$ cat src/rtl/hex_print_tx_if.sv
// Word-in / byte-out bundle of the hex print stage: a req/ack word request
// from the command unit and a valid/ready byte stream to the UART transmitter.
interface hex_print_tx_if;
  // Word side: req_tx is a level request; ack_tx pulses once per printed word.
  // Byte side: a byte moves on a rising edge where vld_tx=1 and rdy_tx=1;
  // while vld_tx=1 and rdy_tx=0 the byte and vld_tx hold stable, and vld_tx
  // never depends combinationally on rdy_tx.
  logic [31:0] dout_tx;
  logic        type_tx;
  logic        req_tx;
  logic        ack_tx;
  logic [7:0]  d_tx;
  logic        vld_tx;
  logic        rdy_tx;

  modport slave (
    input  dout_tx, type_tx, req_tx, rdy_tx,
    output ack_tx, d_tx, vld_tx
  );

  modport master (
    output dout_tx, type_tx, req_tx, rdy_tx,
    input  ack_tx, d_tx, vld_tx
  );
endinterface

$ cat src/rtl/hex_print_tx.sv
// Formats a 32-bit word as ASCII hex (MSB nibble first) plus a space or CR LF
// separator, streaming one byte at a time toward the UART transmitter.
module hex_print_tx #(
  parameter int DIGITS = 8,
  parameter bit UPPER  = 1'b1
) (
  input  logic          clk,
  input  logic          rst,
  hex_print_tx_if.slave bus,
  output logic [2:0]    state_dbg
);

  typedef enum logic [2:0] {
    IDLE    = 3'd0,
    DIGIT   = 3'd1,
    SEP1    = 3'd2,
    SEP2    = 3'd3,
    DONE    = 3'd4,
    WAITLOW = 3'd5
  } state_t;

  localparam logic [2:0] LAST = 3'(DIGITS - 1);

  state_t      state, state_nxt;
  logic [2:0]  cnt, cnt_nxt;
  logic [31:0] word, word_nxt;
  logic        crlf, crlf_nxt;
  logic [7:0]  d_nxt;
  logic        vld_nxt, ack_nxt;
  logic        xfer;

  function automatic logic [7:0] hex_char(input logic [3:0] n);
    if (n < 4'd10) return 8'h30 + {4'h0, n};
    return (UPPER ? 8'h41 : 8'h61) + {4'h0, n} - 8'd10;
  endfunction

  // Digit k prints nibble DIGITS-1-k, so the most significant printed nibble goes first.
  function automatic logic [3:0] nibble(input logic [31:0] w, input logic [2:0] k);
    logic [2:0] idx;
    idx = LAST - k;
    return w[{idx, 2'b00} +: 4];
  endfunction

  assign xfer      = bus.vld_tx & bus.rdy_tx;
  assign state_dbg = state;

  always_comb begin
    state_nxt = state;
    cnt_nxt   = cnt;
    word_nxt  = word;
    crlf_nxt  = crlf;
    case (state)
      IDLE: begin
        if (bus.req_tx) begin
          word_nxt  = bus.dout_tx;
          crlf_nxt  = bus.type_tx;
          cnt_nxt   = 3'd0;
          state_nxt = DIGIT;
        end
      end
      DIGIT: begin
        if (xfer) begin
          if (cnt == LAST) state_nxt = SEP1;
          else             cnt_nxt   = cnt + 3'd1;
        end
      end
      SEP1:    if (xfer) state_nxt = crlf ? SEP2 : DONE;
      SEP2:    if (xfer) state_nxt = DONE;
      DONE:    state_nxt = WAITLOW;
      WAITLOW: if (!bus.req_tx) state_nxt = IDLE;
      default: state_nxt = IDLE;
    endcase
  end

  // Outputs are decoded from the next state so they leave the flops cleanly;
  // a stalled byte re-decodes to the same value because nothing advances.
  always_comb begin
    d_nxt   = 8'h00;
    vld_nxt = 1'b0;
    ack_nxt = 1'b0;
    case (state_nxt)
      DIGIT: begin
        vld_nxt = 1'b1;
        d_nxt   = hex_char(nibble(word_nxt, cnt_nxt));
      end
      SEP1: begin
        vld_nxt = 1'b1;
        d_nxt   = crlf_nxt ? 8'h0D : 8'h20;
      end
      SEP2: begin
        vld_nxt = 1'b1;
        d_nxt   = 8'h0A;
      end
      DONE:    ack_nxt = 1'b1;
      default: ;
    endcase
  end

  always_ff @(posedge clk or negedge rst) begin
    if (!rst) begin
      state      <= IDLE;
      cnt        <= 3'd0;
      word       <= 32'h0;
      crlf       <= 1'b0;
      bus.d_tx   <= 8'h00;
      bus.vld_tx <= 1'b0;
      bus.ack_tx <= 1'b0;
    end else begin
      state      <= state_nxt;
      cnt        <= cnt_nxt;
      word       <= word_nxt;
      crlf       <= crlf_nxt;
      bus.d_tx   <= d_nxt;
      bus.vld_tx <= vld_nxt;
      bus.ack_tx <= ack_nxt;
    end
  end

endmodule
$ cat src/flat_wrapper.sv
// flat-port wrapper written by rule: the top's interface ports become plain ports
module hex_print_tx_flat 
#(
  parameter int DIGITS = 8,
  parameter bit UPPER  = 1'b1
)
  (clk, rst, state_dbg, bus_dout_tx, bus_type_tx, bus_req_tx, bus_rdy_tx, bus_ack_tx, bus_d_tx, bus_vld_tx);
  hex_print_tx_if bus_i ();
  input  logic clk;
  input  logic rst;
  output logic [2:0] state_dbg;
  input wire logic [$bits(bus_i.dout_tx)-1:0] bus_dout_tx;
  input wire logic [$bits(bus_i.type_tx)-1:0] bus_type_tx;
  input wire logic [$bits(bus_i.req_tx)-1:0] bus_req_tx;
  input wire logic [$bits(bus_i.rdy_tx)-1:0] bus_rdy_tx;
  output wire logic [$bits(bus_i.ack_tx)-1:0] bus_ack_tx;
  output wire logic [$bits(bus_i.d_tx)-1:0] bus_d_tx;
  output wire logic [$bits(bus_i.vld_tx)-1:0] bus_vld_tx;
  assign bus_i.dout_tx = bus_dout_tx;
  assign bus_i.type_tx = bus_type_tx;
  assign bus_i.req_tx = bus_req_tx;
  assign bus_i.rdy_tx = bus_rdy_tx;
  assign bus_ack_tx = bus_i.ack_tx;
  assign bus_d_tx = bus_i.d_tx;
  assign bus_vld_tx = bus_i.vld_tx;
  hex_print_tx #(.DIGITS(DIGITS), .UPPER(UPPER)) u_core (.clk(clk), .rst(rst), .bus(bus_i), .state_dbg(state_dbg));
endmodule
$ cat config.mk
export PLATFORM = sky130hd
export DESIGN_NAME = hex_print_tx_flat
export DESIGN_NICKNAME = d
export VERILOG_FILES = /design/src/rtl/hex_print_tx_if.sv /design/src/rtl/hex_print_tx.sv /design/src/flat_wrapper.sv
export SDC_FILE = /design/constraint.sdc
export NUM_CORES = 1
export LEC_CHECK = 0
export CORE_ASPECT_RATIO = 1.25
export CORE_MARGIN = 5
export CORE_UTILIZATION = 35
export DETAILED_ROUTE_END_ITERATION = 10
export GPL_TIMING_DRIVEN = 0
export SYNTH_ARGS = -nofsm -noshare
export SYNTH_HDL_FRONTEND = slang
export SYNTH_SLANG_ARGS = --single-unit
$ cat constraint.sdc
create_clock -name clk -period 2.6 [get_ports clk]
set_input_delay 0.65 -clock clk [delete_from_list [all_inputs] [get_ports clk]]
set_output_delay 0.65 -clock clk [all_outputs]
set_load 0.01 [all_outputs]
==> summary.txt, run 1 <==
Run status
  – Status: finished with violations
  – Violated checks: negative setup slack

Detailed routing
  – Vias per std cell: between 5 and 6
  – Post-Route WL: roughly 6400 um
  – Vias: approximately 2200
  – Post-DRT Antenna Nets: 0
  – # DRC: 0
  – Initial DRC count: approximately 120
  – Detailed Routing Iterations Pass 1: 4
  – Drt wl/cell: 15.1 um

Clock network
  – CTS tree: built
  – CTS sink cnt: 48
  – Root Driver: clkbuf_8
  – Reg clk slew, reported paths: around 0.09 ns
  – Number of CTS-inserted buffers: 5
  – Clk Latency, worst-skew pair: around 0.31 ns
  – H-tree Lvls: 2
  – Clock Tree Buf Depth: 2

Setup path
  – R2r setup slk: -0.24 ns
  – Startpoint types: flop
  – Setup CP Type: flop to flop
  – Crit path capture type: flop
  – Worst path cell trace: buf_6, or4b_4, buf_8, buf_8, nand2_4, nand2_4, mux4_2, mux2i_4, ha_4, a21oi_2, a31oi_1, o21ai_1
  – CP Max Fanout: 8
  – Crit-path max cell delay: between 0.5 and 0.6 ns
  – Crit path DAT: 3.01 ns
  – Slowest-stage cell, CP: or4b_4
  – Critical Path RT: around 2.8 ns

Pwr
  – Power Total: around 0.005 W
  – IR Drop Worst-Case VDD: 0.523 mV
  – PwrDens: between 1000 and 1500 nW/um^2
  – Pleak: between 1.5 and 2 nW

Logic synthesis
  – Synthesis Warnings: 0
  – Post-synthesis cell count: ~260
  – Synth Flop Type: dfrtp_1
  – Synth unique cells: 59
  – Number of synthesized flops with an enable pin: 0
  – Sequential element share of the synthesized area: 0.477
  – Post-synthesis cell area: around 2500 um^2
  – Net Count, Synth: about 290
  – Post-synthesis register bit count: between 40 and 50
  – Mapped Avg Cell Area: 9.87 um^2
  – Asr flop ratio synth: 1.00

Global route
  – Global-route wire length before repair: approximately 11000 um
  – Largest net degree at the start of global routing: 33
  – Vias in the first global route: between 2000 and 2500
  – Grt total ovfl: 0
  – Initial antenna violation count: 0
  – Gr usage total: 0.150

Placed design
  – Dpl hpwl: ~4600 um
  – Placer Congestion: just under 0.9
  – Placed cells: a little under 400
  – Setup WS pre-CTS: -1.24 ns
  – Buffers on Ports: between 40 and 50

Layout
  – Final Util: 0.525
  – # diodes: 0
  – FILL cells: roughly 650
  – Final Non-Filler Cells: roughly 430
  – Area growth syn-to-layout: 45.5%
  – Layout cell share with drive strength beyond 1: 0.276
  – Nets@finish: ~380

STA
  – Setup ws final: -0.242 ns
  – Setup_tns: -1.40 ns
  – Min Tclk post-route: about 2.8 ns
  – Final setup violation count: 8
  – Max Slew Vio Count: 0
  – Max Freq: roughly 350 MHz
  – Clock Skew: 0.0120 ns
  – Final Hold Fails: 0
  – RSZ-0062 raised after global routing: yes
  – Tcrit/Tclk final: 1.09

Die
  – Die Width: between 80 and 90 um
  – Die area: ~9000 um^2
  – Core area: 6980 um^2
  – Initial Utilization: 0.361
  – IO Count: 50
  – Cell Rows: 34
  – Die H: 105 um

Worst hold path
  – Hold Path Class: input port to async pin

Run
  – Max-cap violations: 0
-- repair_timing --
action                                  4_1_cts  5_1_grt
hold buffers                                  0        0
buffers inserted                             26        2
resized for setup                            33       15
pin swaps                                    13        5
endpoints found under the setup margin        7        8
endpoints found under the hold margin         0        0
-- cells by family after synthesis --
logic type / Yosys count / synth area share
AND/OR/NAND/NOR: 115 / 0.223
AO/OA/AOI/OAI: 52 / 0.156
flip-flops: 48 / 0.477
buffers and inverters: 19 / 0.0403
multiplexers: 17 / 0.0885
adder cells (fa/ha/maj): 2 / 0.00994
other: 1 / 0.00149
XOR/XNOR: 1 / 0.00348
-- stage by stage --
step | area [um^2] | hold WS, ns
final | 3660 | 0.256
after global routing | 3660 | 0.282
after CTS | 3610 | 0.267
after detailed placement | 3180 | 0.461
after global placement | 3160 | 0.453
after floorplan | 2570 | 0.354
-- where the power goes --
part	leakage, nW	internal, W	switching [W]
clock network	0.0510	0.000213	0.000249
logic	0.989	0.00167	0.00158
registers	0.589	0.00110	0.000163
-- area by class of cell --
type,instances,area (um^2),share of cell area
sequential,48,1200,0.328
inverter,7,26.3,0.00718
buffer,11,98.8,0.0270
clock buffer,6,82.6,0.0226
multi-input combinational,188,1370,0.374
timing repair buffer,75,759,0.207
tap,90,113,0.0308
clock inverter,2,10.0,0.00273
-- layout by cell type, fill, tap and decap left out, types with 3 or more instances in the layout --
cell	instances
nand2_1	63
nand3_1	3
clkbuf_8	6
o21ai_1	5
buf_4	13
o221ai_1	3
o21ai_0	5
clkbuf_1	3
mux2i_1	5
nand2_4	4
mux2_4	3
buf_6	16
and3_1	4
or3_1	5
nor2_1	5
inv_1	4
mux2_2	6
clkdlybuf4s50_1	45
a21oi_1	6
inv_2	3
buf_12	3
nand2_2	7
o211ai_1	5
dfrtp_1	48
nand2b_1	5
-- flip-flops by register name (all words and copies together) (netlist names) --
register	cells
u_core.crlf	1
u_core.bus.ack_tx	1
u_core.bus.vld_tx	1
u_core.bus.d_tx	7
u_core.word	32
u_core.cnt	3
u_core.state_dbg	3
-- critical path: cells and delay by family (launching register included) --
kind | cells | cell delay, ns
adders and majority gates | 1 | 0.17
muxes | 2 | 0.72
buffers and inverters | 3 | 0.45
DFF | 1 | 0.41
and+or+nand+nor | 3 | 0.67
AOI/OAI and AO/OA | 3 | 0.26
-- Yosys cell counts (2+ instances only) --
master / instances / area share
o21ai_0: 8 / 0.016
a31oi_1: 2 / 0.0050
clkbuf_1: 4 / 0.0060
nor2_1: 6 / 0.0090
inv_2: 2 / 0.0030
o21a_1: 2 / 0.0060
a21boi_0: 2 / 0.0060
and3_1: 4 / 0.0099
nand2_1: 74 / 0.11
a211oi_1: 2 / 0.0060
buf_2: 3 / 0.0060
or3_1: 5 / 0.012
mux2i_1: 5 / 0.020
buf_4: 3 / 0.0090
inv_1: 5 / 0.0075
nand4_1: 2 / 0.0050
mux2_2: 8 / 0.036
a21oi_1: 8 / 0.016
mux4_2: 2 / 0.018
nor3_1: 3 / 0.0060
nor2b_1: 2 / 0.0050
o21ai_1: 2 / 0.0040
o221ai_1: 3 / 0.010
nand3_1: 4 / 0.0080
nand2b_1: 5 / 0.012
and2_1: 2 / 0.0050
ha_1: 2 / 0.0099
dfrtp_1: 48 / 0.48
buf_6: 2 / 0.0090
o2111ai_1: 2 / 0.0070
o211ai_1: 5 / 0.015
-- per-layer routing --
metal | vias up | wire length [um] | track usage
li1 | 1060 | - | -
met1 | 1035 | 2600 | 0.177
met2 | 57 | 3300 | 0.256
met3 | 16 | 311 | 0.0307
met4 | 0 | 223 | 0.0724
met5 | - | 0 | 0
-- final timing paths --
path | startpoint | end | cells past startpoint
setup / recovery | u_core.state_dbg[0] | u_core.bus.d_tx[2] | 12
hold / removal | rst | u_core.word[28] | 1
setup reg to reg | u_core.state_dbg[0] | u_core.bus.d_tx[2] | 12
hold reg to reg | u_core.word[14] | u_core.word[14] | 2
min in group clk | u_core.word[14] | u_core.word[14] | 2
max in group asynchronous | rst | u_core.word[19] | 2
Note: power is estimated with default switching activity, not from simulation.
==> inputs of run 2 (changes only) <==
CORE_MARGIN = unset   (was 5)
==> summary.txt, run 2 (synthesis gave the netlist of run 1 again) <==
Global route
  – Initial antenna violation count: 0
  – Largest net degree at the start of global routing: 30
  – Gr usage total: 0.184
  – Vias in the first global route: approximately 2300
  – Global-route wire length before repair: around 11000 um
  – Grt total ovfl: 0

Setup path
  – Slowest-stage cell, CP: or4b_4
  – CP Max Fanout: 8
  – Crit-path max cell delay: ~0.52 ns
  – Setup CP Type: input port to flop
  – Worst path cell trace: clkdlybuf4s15_1, or4b_4, buf_8, buf_8, nand2_4, nand2_2, mux4_2, mux2i_4, ha_4, a21oi_2, a31oi_1, o21ai_1
  – Crit path capture type: flop
  – Most used cell, CP: buf_8
  – Startpoint types: input port
  – Critical Path RT: ~2.8 ns
  – Crit path DAT: around 3.0 ns

STA
  – Max Freq: 350 MHz
  – Min Tclk post-route: approximately 2.9 ns
  – Max Slew Vio Count: 0
  – Tcrit/Tclk final: 1.10
  – RSZ-0062 raised after global routing: yes
  – Final Hold Fails: 0
  – Setup ws final: -0.253 ns
  – Clock Skew: around 0.0087 ns
  – Final setup violation count: 8

Layout
  – FILL cells: 634
  – Most common cell after layout, fill and taps aside: nand2_1
  – FF+latch area: approximately 1200 um^2
  – Largest registers: u_core.word x32, u_core.bus.d_tx x7
  – Multi-input gate area: ~1400 um^2
  – Commonest non-fill, non-tap cells in the layout: nand2_1 (66), dfrtp_1 (48), clkdlybuf4s50_1 (45)
  – Largest reg by FF count: u_core.word
  – # diodes: 0
  – Max reg flops: 32
  – Area growth syn-to-layout: 52.7%
  – Layout cell share with drive strength beyond 1: 0.315
  – Final Non-Filler Cells: around 450
  – Nets@finish: around 390

Die
  – Die Width: 77.8 um
  – Core area: approximately 7000 um^2
  – Initial Utilization: 0.361
  – IO Count: 50
  – Die area: about 7500 um^2
  – Die H: between 90 and 100 um
  – Cell Rows: 34

Run status
  – Violated checks: negative setup slack
  – Status: finished with violations

Pwr
  – IR Drop Worst-Case VDD: between 0.5 and 0.6 mV
  – PwrDens: roughly 1400 nW/um^2
  – Pleak: 1.73 nW
  – Power Total: approximately 0.0054 W

Clock network
  – Root Driver: clkbuf_8
  – Hold_buf cts: 0
  – Clk Latency, worst-skew pair: approximately 0.30 ns
  – Number of CTS-inserted buffers: 5
  – Clock Tree Buf Depth: 2
  – CTS tree: built
  – H-tree Lvls: 2
  – CTS sink cnt: 48
  – Reg clk slew, reported paths: roughly 0.09 ns

Detailed routing
  – Detailed Routing Iterations Pass 1: 4
  – Initial DRC count: 94
  – Post-DRT Antenna Nets: 0
  – Vias per std cell: 5.15
  – Vias: 2296
  – # DRC: 0
  – Drt wl/cell: approximately 14 um
  – Post-Route WL: about 6500 um

Placed design
  – Dpl hpwl: approximately 4400 um
  – Placer Congestion: 0.837
  – Buffers on Ports: 48
  – Placed cells: approximately 390

Worst hold path
  – Hold Path Class: input port to async pin

Run
  – Max-cap violations: 0
run 2: cell types whose count changed in the layout (fill, tap and decap cells not counted), moves of 2 or more:
cell	delta
o21ai_2	+2
buf_4	+17
clkinv_2	-2
nand2_1	+3
buf_6	+2
nand2_4	-3
run 2: worst paths after layout:
| check | startpoint | to | slack [ns] | depth (start not counted) |
|---|---|---|---|---|
| setup / recovery | bus_req_tx | u_core.bus.d_tx[2] | -0.25 | 12 |
| max in group asynchronous | rst | u_core.word[27] | 1.79 | 2 |
| hold / removal | rst | u_core.bus.ack_tx | 0.29 | 1 |
| min in group clk | u_core.word[16] | u_core.word[16] | 0.47 | 2 |
| hold reg to reg | u_core.word[16] | u_core.word[16] | 0.47 | 2 |
| setup reg to reg | u_core.state_dbg[1] | u_core.bus.d_tx[2] | -0.24 | 12 |
run 2: through the flow:
stage / setup TNS, ns / utilization / area (um^2) / hold WS (ns) / worst slack [ns]
after floorplan: -0.367 / - / 2570 / 0.354 / -0.141
after global placement: -31.38 / 0.454 / 3160 / 0.453 / -1.23
after detailed placement: -9.28 / 0.456 / 3180 / 0.458 / -1.23
after CTS: -1.27 / 0.521 / 3630 / 0.312 / -0.236
after global routing: -2.24 / 0.551 / 3840 / 0.336 / -0.375
final: -1.41 / 0.551 / 3840 / 0.293 / -0.253
run 2: metal layers:
layer	vias up	share of wire	wire length, um	global-route usage
met1	1110	0.41	2670	0.216
met2	61	0.51	3290	0.310
met4	0	0.046	296	0.113
li1	1101	-	-	-
met3	24	0.032	204	0.0311
met5	-	0	0	0
run 2: worst max-delay path: cells and delay by family:
| kind | cells | cell delay [ns] |
|---|---|---|
| AO/OA/AOI/OAI | 3 | 0.27 |
| adder cells (fa/ha/maj) | 1 | 0.18 |
| buffers and inverters | 3 | 0.55 |
| multiplexers | 2 | 0.74 |
| AND/OR/NAND/NOR | 3 | 0.62 |
run 2: layout make-up:
type	count	area share
plain buffers	11	0.0274
clock buffers	7	0.0251
clock inverters	1	0.00782
inverters	7	0.00684
multi-input cells	188	0.356
flip-flops and latches	48	0.313
well taps	90	0.0293
repair buffers	94	0.235
run 2: power breakdown:
part | leakage (nW) | internal, W | switching [W]
Clock | 0.0645 | 0.000340 | 0.000255
Combinational | 1.08 | 0.00186 | 0.00164
Sequential | 0.589 | 0.00110 | 0.000164
run 2: repair_timing:
action                     4_1_cts  5_1_grt
setup endpoints to repair        7        8
setup buffers                   28       18
pin swaps                       19       16
resized for setup               36       19
